**src/rtl/crc16_pkg.sv**
```systemverilog
// Shared CRC-16 definitions (x^16+x^15+x^2+1, MSB-first, 32 bits per step).
// Used by the receive checker and the transmit-side generator.
package crc16_pkg;

  localparam logic [15:0] CRC16_INIT = 16'hFFFF;
  localparam logic [15:0] CRC16_POLY = 16'h8005;

  typedef enum logic {
    IDLE,
    DATA
  } state_t;

  // Data bit 31 is shifted in first.
  function automatic logic [15:0] crc16_d32(
    input logic [15:0] crc,
    input logic [31:0] data
  );
    logic [15:0] c;
    c = crc;
    for (int i = 31; i >= 0; i--) begin
      if (c[15] ^ data[i])
        c = {c[14:0], 1'b0} ^ CRC16_POLY;
      else
        c = {c[14:0], 1'b0};
    end
    return c;
  endfunction

endpackage

```
**src/rtl/crc16_d32_step.sv**
```systemverilog
// One 32-bit CRC-16 step as a combinational block.
// Shared between the checker and the generator.
module crc16_d32_step
  import crc16_pkg::*;
(
  input  logic [15:0] crc,
  input  logic [31:0] data,
  output logic [15:0] crc_next
);

  assign crc_next = crc16_d32(crc, data);

endmodule

```
**src/rtl/crc16_frame_check.sv**
```systemverilog
// Receive-side CRC-16 frame checker: strips the CRC word, forwards
// payload through a one-word hold register and reports per-frame status.
module crc16_frame_check
  import crc16_pkg::*;
#(
  parameter int MAX_WORDS = 512,
  parameter int CNT_W     = 16
) (
  input  logic             iClk,
  input  logic             iRst_n,
  input  logic [31:0]      iData,
  input  logic             iValid,
  input  logic             iSop,
  input  logic             iEop,
  input  logic             iCntClr,
  output logic [31:0]      oData,
  output logic             oValid,
  output logic             oSop,
  output logic             oEop,
  output logic             oDone,
  output logic             oCrcOk,
  output logic             oErr,
  output logic [15:0]      oCrcCalc,
  output logic [15:0]      oFrmLen,
  output logic [CNT_W-1:0] oFrmCnt,
  output logic [CNT_W-1:0] oErrCnt
);

  localparam logic [31:0] MAX_W = MAX_WORDS;

  state_t      state;
  logic [15:0] crc;
  logic [15:0] crc_seed;
  logic [15:0] crc_next;
  logic [15:0] wcnt;
  logic [15:0] wcnt_inc;
  logic [31:0] hold;
  logic        hold_sop;
  logic        lenerr;
  logic        crc_match;

  // A sop always restarts the CRC, even when it aborts a running frame.
  assign crc_seed = (iSop || state == IDLE) ? CRC16_INIT : crc;

  crc16_d32_step u_step (
    .crc      (crc_seed),
    .data     (iData),
    .crc_next (crc_next)
  );

  assign wcnt_inc  = (wcnt == 16'hFFFF) ? wcnt : wcnt + 16'd1;
  assign lenerr    = {16'd0, wcnt} > MAX_W;
  assign crc_match = iData[15:0] == crc;

  always_ff @(posedge iClk or negedge iRst_n) begin
    if (!iRst_n) begin
      state    <= IDLE;
      crc      <= CRC16_INIT;
      wcnt     <= 16'd0;
      hold     <= 32'd0;
      hold_sop <= 1'b0;
      oData    <= 32'd0;
      oValid   <= 1'b0;
      oSop     <= 1'b0;
      oEop     <= 1'b0;
      oDone    <= 1'b0;
      oCrcOk   <= 1'b0;
      oErr     <= 1'b0;
      oCrcCalc <= 16'd0;
      oFrmLen  <= 16'd0;
    end else begin
      oValid <= 1'b0;
      oSop   <= 1'b0;
      oEop   <= 1'b0;
      oDone  <= 1'b0;
      if (iValid) begin
        unique case (state)
          IDLE: begin
            if (iSop && iEop) begin
              oDone    <= 1'b1;
              oCrcOk   <= iData[15:0] == CRC16_INIT;
              oErr     <= iData[15:0] != CRC16_INIT;
              oCrcCalc <= CRC16_INIT;
              oFrmLen  <= 16'd0;
            end else if (iSop) begin
              crc      <= crc_next;
              hold     <= iData;
              hold_sop <= 1'b1;
              wcnt     <= 16'd1;
              state    <= DATA;
            end
          end
          DATA: begin
            // In DATA the hold register always carries a payload word.
            oValid <= 1'b1;
            oData  <= hold;
            oSop   <= hold_sop;
            if (iSop) begin
              oEop     <= 1'b1;
              oDone    <= 1'b1;
              oCrcOk   <= 1'b0;
              oErr     <= 1'b1;
              oCrcCalc <= crc;
              oFrmLen  <= wcnt;
              if (iEop) begin
                state <= IDLE;
              end else begin
                crc      <= crc_next;
                hold     <= iData;
                hold_sop <= 1'b1;
                wcnt     <= 16'd1;
              end
            end else if (iEop) begin
              oEop     <= 1'b1;
              oDone    <= 1'b1;
              oCrcOk   <= crc_match;
              oErr     <= !crc_match || lenerr;
              oCrcCalc <= crc;
              oFrmLen  <= wcnt;
              state    <= IDLE;
            end else begin
              crc      <= crc_next;
              hold     <= iData;
              hold_sop <= 1'b0;
              wcnt     <= wcnt_inc;
            end
          end
          default: state <= IDLE;
        endcase
      end
    end
  end

  // Statistics follow the registered oDone; a clear in that cycle wins.
  always_ff @(posedge iClk or negedge iRst_n) begin
    if (!iRst_n) begin
      oFrmCnt <= '0;
      oErrCnt <= '0;
    end else if (iCntClr) begin
      oFrmCnt <= '0;
      oErrCnt <= '0;
    end else if (oDone) begin
      if (oFrmCnt != '1)
        oFrmCnt <= oFrmCnt + 1'b1;
      if (oErr && oErrCnt != '1)
        oErrCnt <= oErrCnt + 1'b1;
    end
  end

endmodule

```
**config.mk**
```make
export PLATFORM = sky130hd
export DESIGN_NAME = crc16_frame_check
export DESIGN_NICKNAME = d
export VERILOG_FILES = /design/src/rtl/crc16_pkg.sv /design/src/rtl/crc16_d32_step.sv /design/src/rtl/crc16_frame_check.sv
export SDC_FILE = /design/constraint.sdc
export NUM_CORES = 1
export LEC_CHECK = 0
export CAP_MARGIN = 20
export CORE_MARGIN = 5
export CORE_UTILIZATION = 30
export DETAILED_ROUTE_END_ITERATION = 10
export GPL_ROUTABILITY_DRIVEN = 0
export PLACE_DENSITY_LB_ADDON = 0.2
export RECOVER_POWER = 25
export SLEW_MARGIN = 20
export SYNTH_ARGS = -nofsm -noshare
export SYNTH_HDL_FRONTEND = slang
export SYNTH_HIERARCHICAL = 1
export SYNTH_SLANG_ARGS = --single-unit
```
**constraint.sdc**
```tcl
create_clock -name iClk -period 3.7 [get_ports iClk]
set_clock_uncertainty 0.05 [all_clocks]
set_input_delay 0.74 -clock iClk [delete_from_list [all_inputs] [get_ports iClk]]
set_output_delay 0.74 -clock iClk [all_outputs]
set_load 0.05 [all_outputs]
```
==> metrics.txt <==
RSZ-0062 raised after global routing no; Yosys warning total 6; fmax 0.287 GHz; CP dominant cell by count xnor3_1; CP Capture Type flip-flop; Initial Utilization 30.1%; Worst Hold Margin 0.441 ns; CTS tree yes; CP Buf/Inv Count 2; PwrDens 657 nW/um^2; Hold Path Depth 2; Mapped Avg Cell Area 12.3 sq um; post-synthesis compound-gate area fraction a little over 7%; Async SR Flop Fraction 100%; Final Net Count 895; # rows 61; Via Count 5790; Pins Over Slew Limit 86; Worst VDD drop between 300 and 400 uV; PortBufs about 140; RR Startpoint state; nature of the critical path startpoint primary input; FF-to-FF setup slack 0.41 ns; sequential area share after synthesis 50.9%; DP HPWL 16.1 mm; post-DR vias/cell roughly 4.7; layout cell share with drive strength beyond 1 22.6%; ys flop type dfrtp_1; Post-DP Area 10400 sq um; post-synthesis mux area share 11.2%; diodes inserted 0; critical path required time 4.00 ns; initial drt markers 245; deepest clock path buffer count 2; R2R depth 9; crit path max fanout 7; setup violators final 0; Die Ht 176 microns; simple-gate share of the synthesized area 13.1%; crit path max-delay cell type clkdlybuf4s50_1; die area 31100 sq um; Num CTS Buffers 17; Total Routing Usage GR 14.5%; postcts setup bufs 0; CTS Hold Bufs 0; grt total ovfl 0; Period minus WS final 3.48 ns; Critical R2R Capture crc[15]; largest net degree at the start of global routing between 80 and 90; Hold Path Class reg2reg; CP Data Arrival Time 3.78 ns; largest family of logic cells by synthesized area XOR/XNOR gates; Lkg Pwr 4.42 nW; outcome finished, violations left; family with the most delay on the worst path XOR/XNOR gates; Hold Path End oFrmLen[1]; Detailed Route WL 22.1 mm; Die X 176 microns; Worst-Margin Slew between 2 and 2.5 ns; WL per Instance approximately 18 microns; Final Hold Viols 0; IO Count 140; Area Overhead vs Synth 31.8%; slew margin rel. -49.8%; Crit Path Class in2reg; Yosys cell types 68; core area 27600 sq um; Yosys top cell by area dfrtp_1; Fillers approximately 2700; Mapped Cells 676; htree depth 4; Synth Area in XOR/XNOR 15.3%; Post-Syn Area about 8300 sq um; crit-path max cell delay 0.50 ns; Post-Syn Nets 718; max-cap violations 1; worst skew pair latency between 0.4 and 0.5 ns; antenna viol nets, final 0; failing checks max-capacitance violations, max-slew violations; first-pass GRT wire length ~35 mm; post-route cell area ~11000 sq um; DRC 0; synthesis-stage register bit count 168; synthesized-area fraction occupied by adder cells less than 1%; initial antenna violation count 1; Synth top area share 45.8%; Clock Sinks 168; CP cell instances clkdlybuf4s50_1 > buf_4 > or3_1 > xnor2_2 > xnor3_1 > xnor2_1 > xnor3_2 > xnor3_1 > mux2_2; number of flops mapped to enable cells by yosys 0; hold_sp oFrmLen[1]; vias in the first global route 6068; CTS Root Cell clkbuf_16; Pre-Repair DR Iteration Count 4; post-CTS sizing 0; period utilization 94.1%; synth top area cells dfrtp_1, mux2_2, xnor2_1, dfstp_2, xor2_1; clk slew on worst S/H paths about 0.070 ns
## final cells by class
| class | instances | area (sq um) | area share [%] |
|---|---|---|---|
| Sequential cell | 168 | 4220 | 38.6 |
| Multi-Input combinational cell | 476 | 3940 | 36.0 |
| Timing Repair Buffer | 183 | 1720 | 15.7 |
| Tap cell | 378 | 473 | 4.32 |
| Clock buffer | 18 | 439 | 4.01 |
| Clock inverter | 14 | 118 | 1.07 |
| Inverter | 7 | 26.3 | 0.240 |
## sequential cells by signal (all words and copies together) (netlist names)
signal,cells
oErr,1
oFrmCnt,16
state,1
oEop,1
oErrCnt,16
oCrcCalc,16
oData,32
crc,16
wcnt,16
oValid,1
oSop,1
oFrmLen,16
oCrcOk,1
hold_sop,1
hold,32
oDone,1
## layout by cell type, fill, tap and decap left out, types with 3 or more instances in the layout
cell type,synthesis,final
a21oi_1,12,12
a22o_1,14,14
and3_1,12,12
and4_1,11,11
buf_4,2,41
clkbuf_16,0,17
clkdlybuf4s50_1,0,137
clkinv_4,0,5
dfrtp_1,152,152
dfstp_2,16,16
ha_1,4,4
inv_1,4,4
inv_2,3,3
inv_6,0,3
mux2_2,80,80
nand2_1,27,27
nand2b_1,3,3
nand3_1,16,16
nand4_1,19,19
nor2_1,44,44
nor3_1,12,12
nor4_1,4,4
o211ai_1,5,5
o21ai_0,9,9
o21ai_1,4,4
o22a_1,16,16
or3_1,20,20
xnor2_1,67,67
xnor3_1,11,11
xor2_1,38,38
## metal layers
metal | GRT usage (%) | vias up | part of all wire [%]
met4 | 2.93 | 2 | 0.84
met5 | 0 | - | 0.059
met3 | 3.83 | 11 | 5.7
met1 | 20.0 | 2838 | 47
li1 | - | 2812 | -
met2 | 23.2 | 127 | 47
## power by group
part | internal, mW | switching [mW]
logic | 1.40 | 1.47
registers | 2.30 | 0.323
clock network | 0.896 | 0.810
total | 4.59 | 2.60
## synthesized netlist by cell type (all sizes together) (4+ instances only)
cell type	n
and3	12
dfstp	16
o211ai	6
a21oi	12
mux2	81
buf	17
a22o	15
nand2b	4
inv	7
ha	4
xnor3	13
xor2	39
nand3	16
dfrtp	152
and4	11
o22a	16
nor3	14
or3	20
nand2	28
nand4	21
xnor2	68
clkbuf	8
nor2	46
nor4	6
o21ai	13
## tightest hold or removal path, stage by stage (launching register included)
cell,delay [ns]
dfrtp_1,0.34
nand2_1,0.05
o21ai_1,0.06
## per-stage QoR
step	setup WS [ns]	std cells	TNS, ns	power, mW	util, %
after floorplan	0.277	676	0	4.56	-
after global placement	-0.203	1212	-0.556	5.54	37.8
after detailed placement	-0.230	1212	-0.639	5.55	37.8
after CTS	0.210	1244	0	7.31	39.8
after global routing	0.125	1244	0	7.57	39.7
final	0.218	1244	0	7.19	39.7
## logic make-up (layout without fill, tap and decap cells)
| group | after synthesis | in the layout |
|---|---|---|
| flops | 168 | 168 |
| compound gates | 78 | 78 |
| mux | 83 | 83 |
| xor+xnor | 121 | 121 |
| fa+ha+maj | 4 | 4 |
| buf+inv | 32 | 222 |
| simple gates | 190 | 190 |
## worst max path at each step
stage	from	end	slack, ns	depth (start not counted)
final	iSop	crc[15]	0.22	9
after global routing	iSop	crc[15]	0.12	9
after CTS	iSop	crc[15]	0.21	9
after detailed placement	iSop	crc[15]	-0.23	9
after global placement	iSop	crc[15]	-0.20	8
after floorplan	iSop	crc[0]	0.28	8
Note: power is estimated with default switching activity, not from simulation.
